<file path="config.mk">
export PLATFORM = sky130hd
export DESIGN_NAME = lcd_bus_writer
export DESIGN_NICKNAME = d
export VERILOG_FILES = /design/src/rtl/lcd_bus_writer.sv
export SDC_FILE = /design/constraint.sdc
export NUM_CORES = 1
export LEC_CHECK = 0
export ABC_CLOCK_PERIOD_IN_PS = 3500
export CORE_ASPECT_RATIO = 0.9
export CORE_MARGIN = 8
export CORE_UTILIZATION = 28
export CTS_CLUSTER_DIAMETER = 30
export DETAILED_ROUTE_END_ITERATION = 10
export SYNTH_ARGS = -nofsm -noshare
export SYNTH_HDL_FRONTEND = slang
export SYNTH_SLANG_ARGS = --single-unit
</file>
<file path="constraint.sdc">
create_clock -name hwclk -period 3.5 [get_ports hwclk]
set_input_delay 0.35 -clock hwclk [delete_from_list [all_inputs] [get_ports hwclk]]
set_output_delay 0.35 -clock hwclk [all_outputs]
set_load 0.02 [all_outputs]
</file>
<file path="src/rtl/lcd_bus_writer.sv">
// rtl/lcd_bus_writer.sv - 8080-style LCD byte writer with a small input FIFO
//
// Takes {dcx, byte} items over a valid/ready handshake, queues them, and
// replays each on the LCD pins as SETUP (1 cycle, wr high), WR_LOW
// (WR_LOW_CYC cycles, wr low) and WR_HIGH (WR_HIGH_CYC cycles, wr high, hold).
//
// Ports:
//   hwclk       system clock
//   reset       synchronous, active-high reset
//   in_valid    upstream offers an item
//   in_dcx      0 = command byte, 1 = data/parameter byte
//   in_byte     byte to write
//   in_ready    item accepted at an edge where in_valid && in_ready
//   busy        FIFO non-empty or transfer in progress
//   done_pulse  one-cycle pulse per completed byte
//   dcx         LCD D/CX pin (registered)
//   wr          LCD WRX pin, active-low strobe (registered)
//   D           LCD data bus (registered)

module lcd_bus_writer #(
  parameter int WR_LOW_CYC  = 2,
  parameter int WR_HIGH_CYC = 2,
  parameter int FIFO_DEPTH  = 4
) (
  input  logic       hwclk,
  input  logic       reset,
  input  logic       in_valid,
  input  logic       in_dcx,
  input  logic [7:0] in_byte,
  output logic       in_ready,
  output logic       busy,
  output logic       done_pulse,
  output logic       dcx,
  output logic       wr,
  output logic [7:0] D
);

  localparam int AW     = $clog2(FIFO_DEPTH);
  localparam int CW     = AW + 1;
  localparam int PH_MAX = (WR_LOW_CYC > WR_HIGH_CYC) ? WR_LOW_CYC : WR_HIGH_CYC;
  localparam int PW     = $clog2(PH_MAX) + 1;

  typedef enum logic [1:0] {IDLE, SETUP, WR_LOW, WR_HIGH} state_t;

  state_t        state, state_nxt;
  logic [PW-1:0] phase, phase_nxt;

  logic [8:0]    mem [FIFO_DEPTH];
  logic [AW-1:0] wptr, rptr;
  logic [CW-1:0] count;
  logic [8:0]    head;

  logic          push, pop;
  logic          wr_nxt, dcx_nxt, done_nxt;
  logic [7:0]    d_nxt;

  // Full is judged on the pre-edge count, so a pop at the same edge does not
  // free a slot for the push offered at that edge.
  assign in_ready = !reset && (count < CW'(FIFO_DEPTH));
  assign push     = in_valid && in_ready;
  assign head     = mem[rptr];
  assign busy     = (state != IDLE) || (count != '0);

  always_comb begin
    state_nxt = state;
    phase_nxt = phase;
    wr_nxt    = wr;
    dcx_nxt   = dcx;
    d_nxt     = D;
    done_nxt  = 1'b0;
    pop       = 1'b0;

    case (state)
      IDLE: begin
        wr_nxt = 1'b1;
        if (count != '0) begin
          pop       = 1'b1;
          dcx_nxt   = head[8];
          d_nxt     = head[7:0];
          state_nxt = SETUP;
          phase_nxt = '0;
        end
      end
      SETUP: begin
        wr_nxt    = 1'b0;
        state_nxt = WR_LOW;
        phase_nxt = PW'(WR_LOW_CYC - 1);
      end
      WR_LOW: begin
        if (phase == '0) begin
          wr_nxt    = 1'b1;
          state_nxt = WR_HIGH;
          phase_nxt = PW'(WR_HIGH_CYC - 1);
        end else begin
          phase_nxt = phase - PW'(1);
        end
      end
      WR_HIGH: begin
        if (phase == '0) begin
          done_nxt  = 1'b1;
          phase_nxt = '0;
          // Chain straight into the next byte so a full queue streams with
          // no idle cycle between strobes.
          if (count != '0) begin
            pop       = 1'b1;
            dcx_nxt   = head[8];
            d_nxt     = head[7:0];
            state_nxt = SETUP;
          end else begin
            state_nxt = IDLE;
          end
        end else begin
          phase_nxt = phase - PW'(1);
        end
      end
      default: begin
        state_nxt = IDLE;
        phase_nxt = '0;
        wr_nxt    = 1'b1;
      end
    endcase
  end

  always_ff @(posedge hwclk) begin
    if (reset) begin
      state      <= IDLE;
      phase      <= '0;
      wr         <= 1'b1;
      dcx        <= 1'b0;
      D          <= 8'h00;
      done_pulse <= 1'b0;
      wptr       <= '0;
      rptr       <= '0;
      count      <= '0;
    end else begin
      state      <= state_nxt;
      phase      <= phase_nxt;
      wr         <= wr_nxt;
      dcx        <= dcx_nxt;
      D          <= d_nxt;
      done_pulse <= done_nxt;
      if (push) wptr <= wptr + AW'(1);
      if (pop)  rptr <= rptr + AW'(1);
      count <= count + CW'(push) - CW'(pop);
    end
  end

  // Storage needs no reset; push is already blocked while reset is high.
  always_ff @(posedge hwclk) begin
    if (push) mem[wptr] <= {in_dcx, in_byte};
  end

endmodule

</file>
==> flow_metrics.tcl <==
set metrics [dict create \
    setup_tns_ps 0 \
    number_of_drc_violations_after_detailed_routing_iteration_0 50 \
    synth_simple_gate_area_share_pct 8.751 \
    numCtsBuffers 9 \
    chipWidth_um 115.1 \
    total_power_divided_by_cell_area_nw_per_um2 719.2 \
    share_of_the_clock_period_used_by_the_worst_path_after_layout_pct 75.99 \
    yosysUniqueCellTypes 38 \
    peakVddDrop_v 0.0002581 \
    ys_seq_area_share_pct 63.13 \
    ys.warnings.count 0 \
    gp_routability_congestion 0.7456 \
    synth_xor_xnor_area_share_pct 1.770 \
    timing.slew.headroom_pct 55.65 \
    drtAntennaViolNets 0 \
    critPathMaxFanout 6 \
    post-cts-setup-buffer-count 0 \
    synth_fp_nets 193 \
    tritoncts "built" \
    synth_cells 169 \
    slowest_stage "or4b_1" \
    postSynthRegisterBits 60 \
    first_pass_iters 5 \
    synthMuxAreaShare_pct 11.84 \
    remaining_drc_errors 0 \
    worst_clock_skew_ps 11.49 \
    vias_per_cell 4.211 \
    synth_enable_flop_cells 36 \
    port_buffers 24 \
    fin_nets 223 \
    final.min_clock_period_ps 2660 \
    clock_path_buffers 2 \
    cts.sink_count 60 \
    dieHeight_um 105.2 \
    synth_top_family_by_area "multiplexers" \
    number_of_placement_rows 32 \
    setup-violations-final 0 \
    cp_cell_sequence "inv_1 > ha_1 > or4b_1 > clkdlybuf4s50_1" \
    root_buffer "clkbuf_8" \
    cellLeakagePower_uw 0.001108 \
    yosys.area_share.adder_pct 6.373 \
    rsz0062_at_grt "false" \
    critPathTopFamily "buffers and inverters" \
    global_route.usage.total_pct 8.036 \
    cp-start-kind "flip-flop" \
    dp_hpwl_um 3041 \
    maximum_number_of_pins_on_one_net_before_global_route_repair 22 \
    non_filler_instance_count_after_layout 323 \
    critical_path.endpoint_type "primary output" \
    synthesis.area_um2 2474 \
    antenna_cells_inserted 0 \
    clkLatencyLatePin_ps 330 \
    final-seq-area_um2 1562 \
    run_status "finished clean" \
    initial_utilization_pct 28.87 \
    finalWirelength_um 4380 \
    ctsHtreeMaxLevel 3 \
    path_class "flip-flop to primary output" \
    totalPowerFinal_uw 2162 \
    grt_pass1_wl_um 7396 \
    avgRoutedWirePerCell_um 13.56 \
    globalRoute.totalOverflow 0 \
    maxSlewViolCount 0 \
    core_region_area_um2 8568 \
    detailroute.via_count 1360 \
    synth_compound_area_share_pct 5.058 \
    worstPathBufferInverterCount 2 \
    cts.repair.resized 0 \
    worst_path_largest_cell_delay_ps 620 \
    multi_input_comb_area_um2 835.8 \
    cts.reportedPaths.clkPinSlew_ps 70 \
    max_cap_viol_count 0 \
    layout-drive-gt1-share_pct 15.69 \
    cp.required_ps 3150 \
    antenna_violations_before_repair 0 \
    worst_pin_slew_ps 665.1 \
    first_global_vias 1507 \
    holdCritPathClass "flip-flop to flip-flop" \
    synth-async-reset-ratio_pct 0 \
    fmax_mhz 376.0 \
    floorplan.io_pins 25 \
    post_cts_hold_buffer_count 0 \
    timing.critical_path.arrival_ps 2310 \
    n_fill_cell 859 \
    fp.dieArea_um2 12100 \
    cell_total_after_placement 307 \
    ys.flop_type "edfxtp_1" \
    area_growth_pct 21.55 \
    post_synth.cell_area_avg_um2 14.64 \
    final-hold-violation-count 0 \
]
worst register-to-register path, stage by stage (launching register included):
cell	delay, ps
dfxtp_1	410
ha_1	340
nor3b_2	340
o211ai_1	190
inv_1	90
ha_1	220
inv_1	60
ha_1	130
inv_1	50
fa_1	370
xor2_1	170
xnor2_1	130
nor2_1	50
routing by layer:
| metal | vias to the layer above | global-route usage (%) | part of all wire (%) |
|---|---|---|---|
| met5 | - | 0 | 0 |
| met4 | 0 | 4.499 | 1.7 |
| met3 | 4 | 3.107 | 4.2 |
| met2 | 21 | 12.97 | 48 |
| met1 | 656 | 8.882 | 46 |
| li1 | 679 | - | - |
flip-flops by register name, indices dropped and copies added (netlist names), named ones only:
name	flops
mem	36
D	8
count	3
phase	2
rptr	2
state	2
wptr	2
dcx	1
done_pulse	1
wr	1
Yosys cell counts, types with 2 or more instances:
cell	instances	area (µm²)
dfxtp_1	24	480.5
xor2_1	3	26.28
o2111ai_1	2	17.52
edfxtp_1	36	1081
and2_1	2	12.51
buf_1	2	7.510
mux4_2	9	202.7
mux2i_1	9	90.09
nor2_1	18	67.56
ha_1	11	137.6
or3_1	3	18.77
xnor2_1	2	17.52
o211ai_1	2	15.01
buf_6	2	22.52
and3_1	5	31.28
nand2_1	3	11.26
inv_1	10	37.54
o21ai_0	4	20.02
nor2b_1	3	18.77
report_power, final:
part | switching, µW | internal (µW) | total (µW)
combinational | 341 | 332 | 673
sequential | 87.3 | 854 | 941
clock | 289 | 260 | 548
metrics by stage:
step | hold slack, ps | setup slack, ps | instance area, µm² | utilization (%)
after floorplan | 448.9 | 1113 | 2474 | -
after global placement | 474.4 | 904.9 | 2831 | 33.05
after detailed placement | 484.7 | 815.1 | 2831 | 33.05
after CTS | 502.4 | 827.0 | 3007 | 35.09
after global routing | 532.3 | 586.4 | 3007 | 35.09
final | 495.1 | 840.2 | 3007 | 35.09
final cells by class:
class | count | share of cell area, %
clock buffer | 9 | 4.120
clock inverter | 7 | 1.706
inverter | 10 | 1.248
multi-input combinational | 93 | 27.80
sequential | 60 | 51.94
tap | 119 | 4.952
timing repair buffer | 25 | 8.240
cells by family (layout without fill, tap and decap cells):
family	Yosys count	after routing
AOI/OAI and AO/OA	17	17
muxes	18	18
xor gates and xnor gates	5	5
buffers and inverters	16	51
and+or+nand+nor	41	41
DFF	60	60
adders and majority gates	12	12
path summary, 6_finish.rpt:
kind	cells past startpoint	slack [ps]	end	start
max	4	840	busy	state[1]
max reg2reg	12	840	count[2]	state[1]
min	2	500	D[3]	D[3]
min reg2reg	2	500	D[3]	D[3]
cell usage in the layout, fill, tap and decap left out, types with 2 or more instances in the layout:
cell,netlist,final
inv_6,0,2
or3_1,3,3
nor2b_1,3,3
clkinvlp_4,0,2
nor2_1,18,18
and3_1,5,5
o21ai_0,4,4
o2111ai_1,2,2
edfxtp_1,36,36
and2_1,2,2
clkdlybuf4s50_1,0,24
xor2_1,3,3
xnor2_1,2,2
mux2i_1,9,9
clkinv_2,0,2
dfxtp_1,24,24
mux4_2,9,9
nand2_1,3,3
o211ai_1,2,2
clkbuf_8,0,9
inv_1,10,10
ha_1,11,11
No activity file was read; power rests on OpenSTA's default activity.
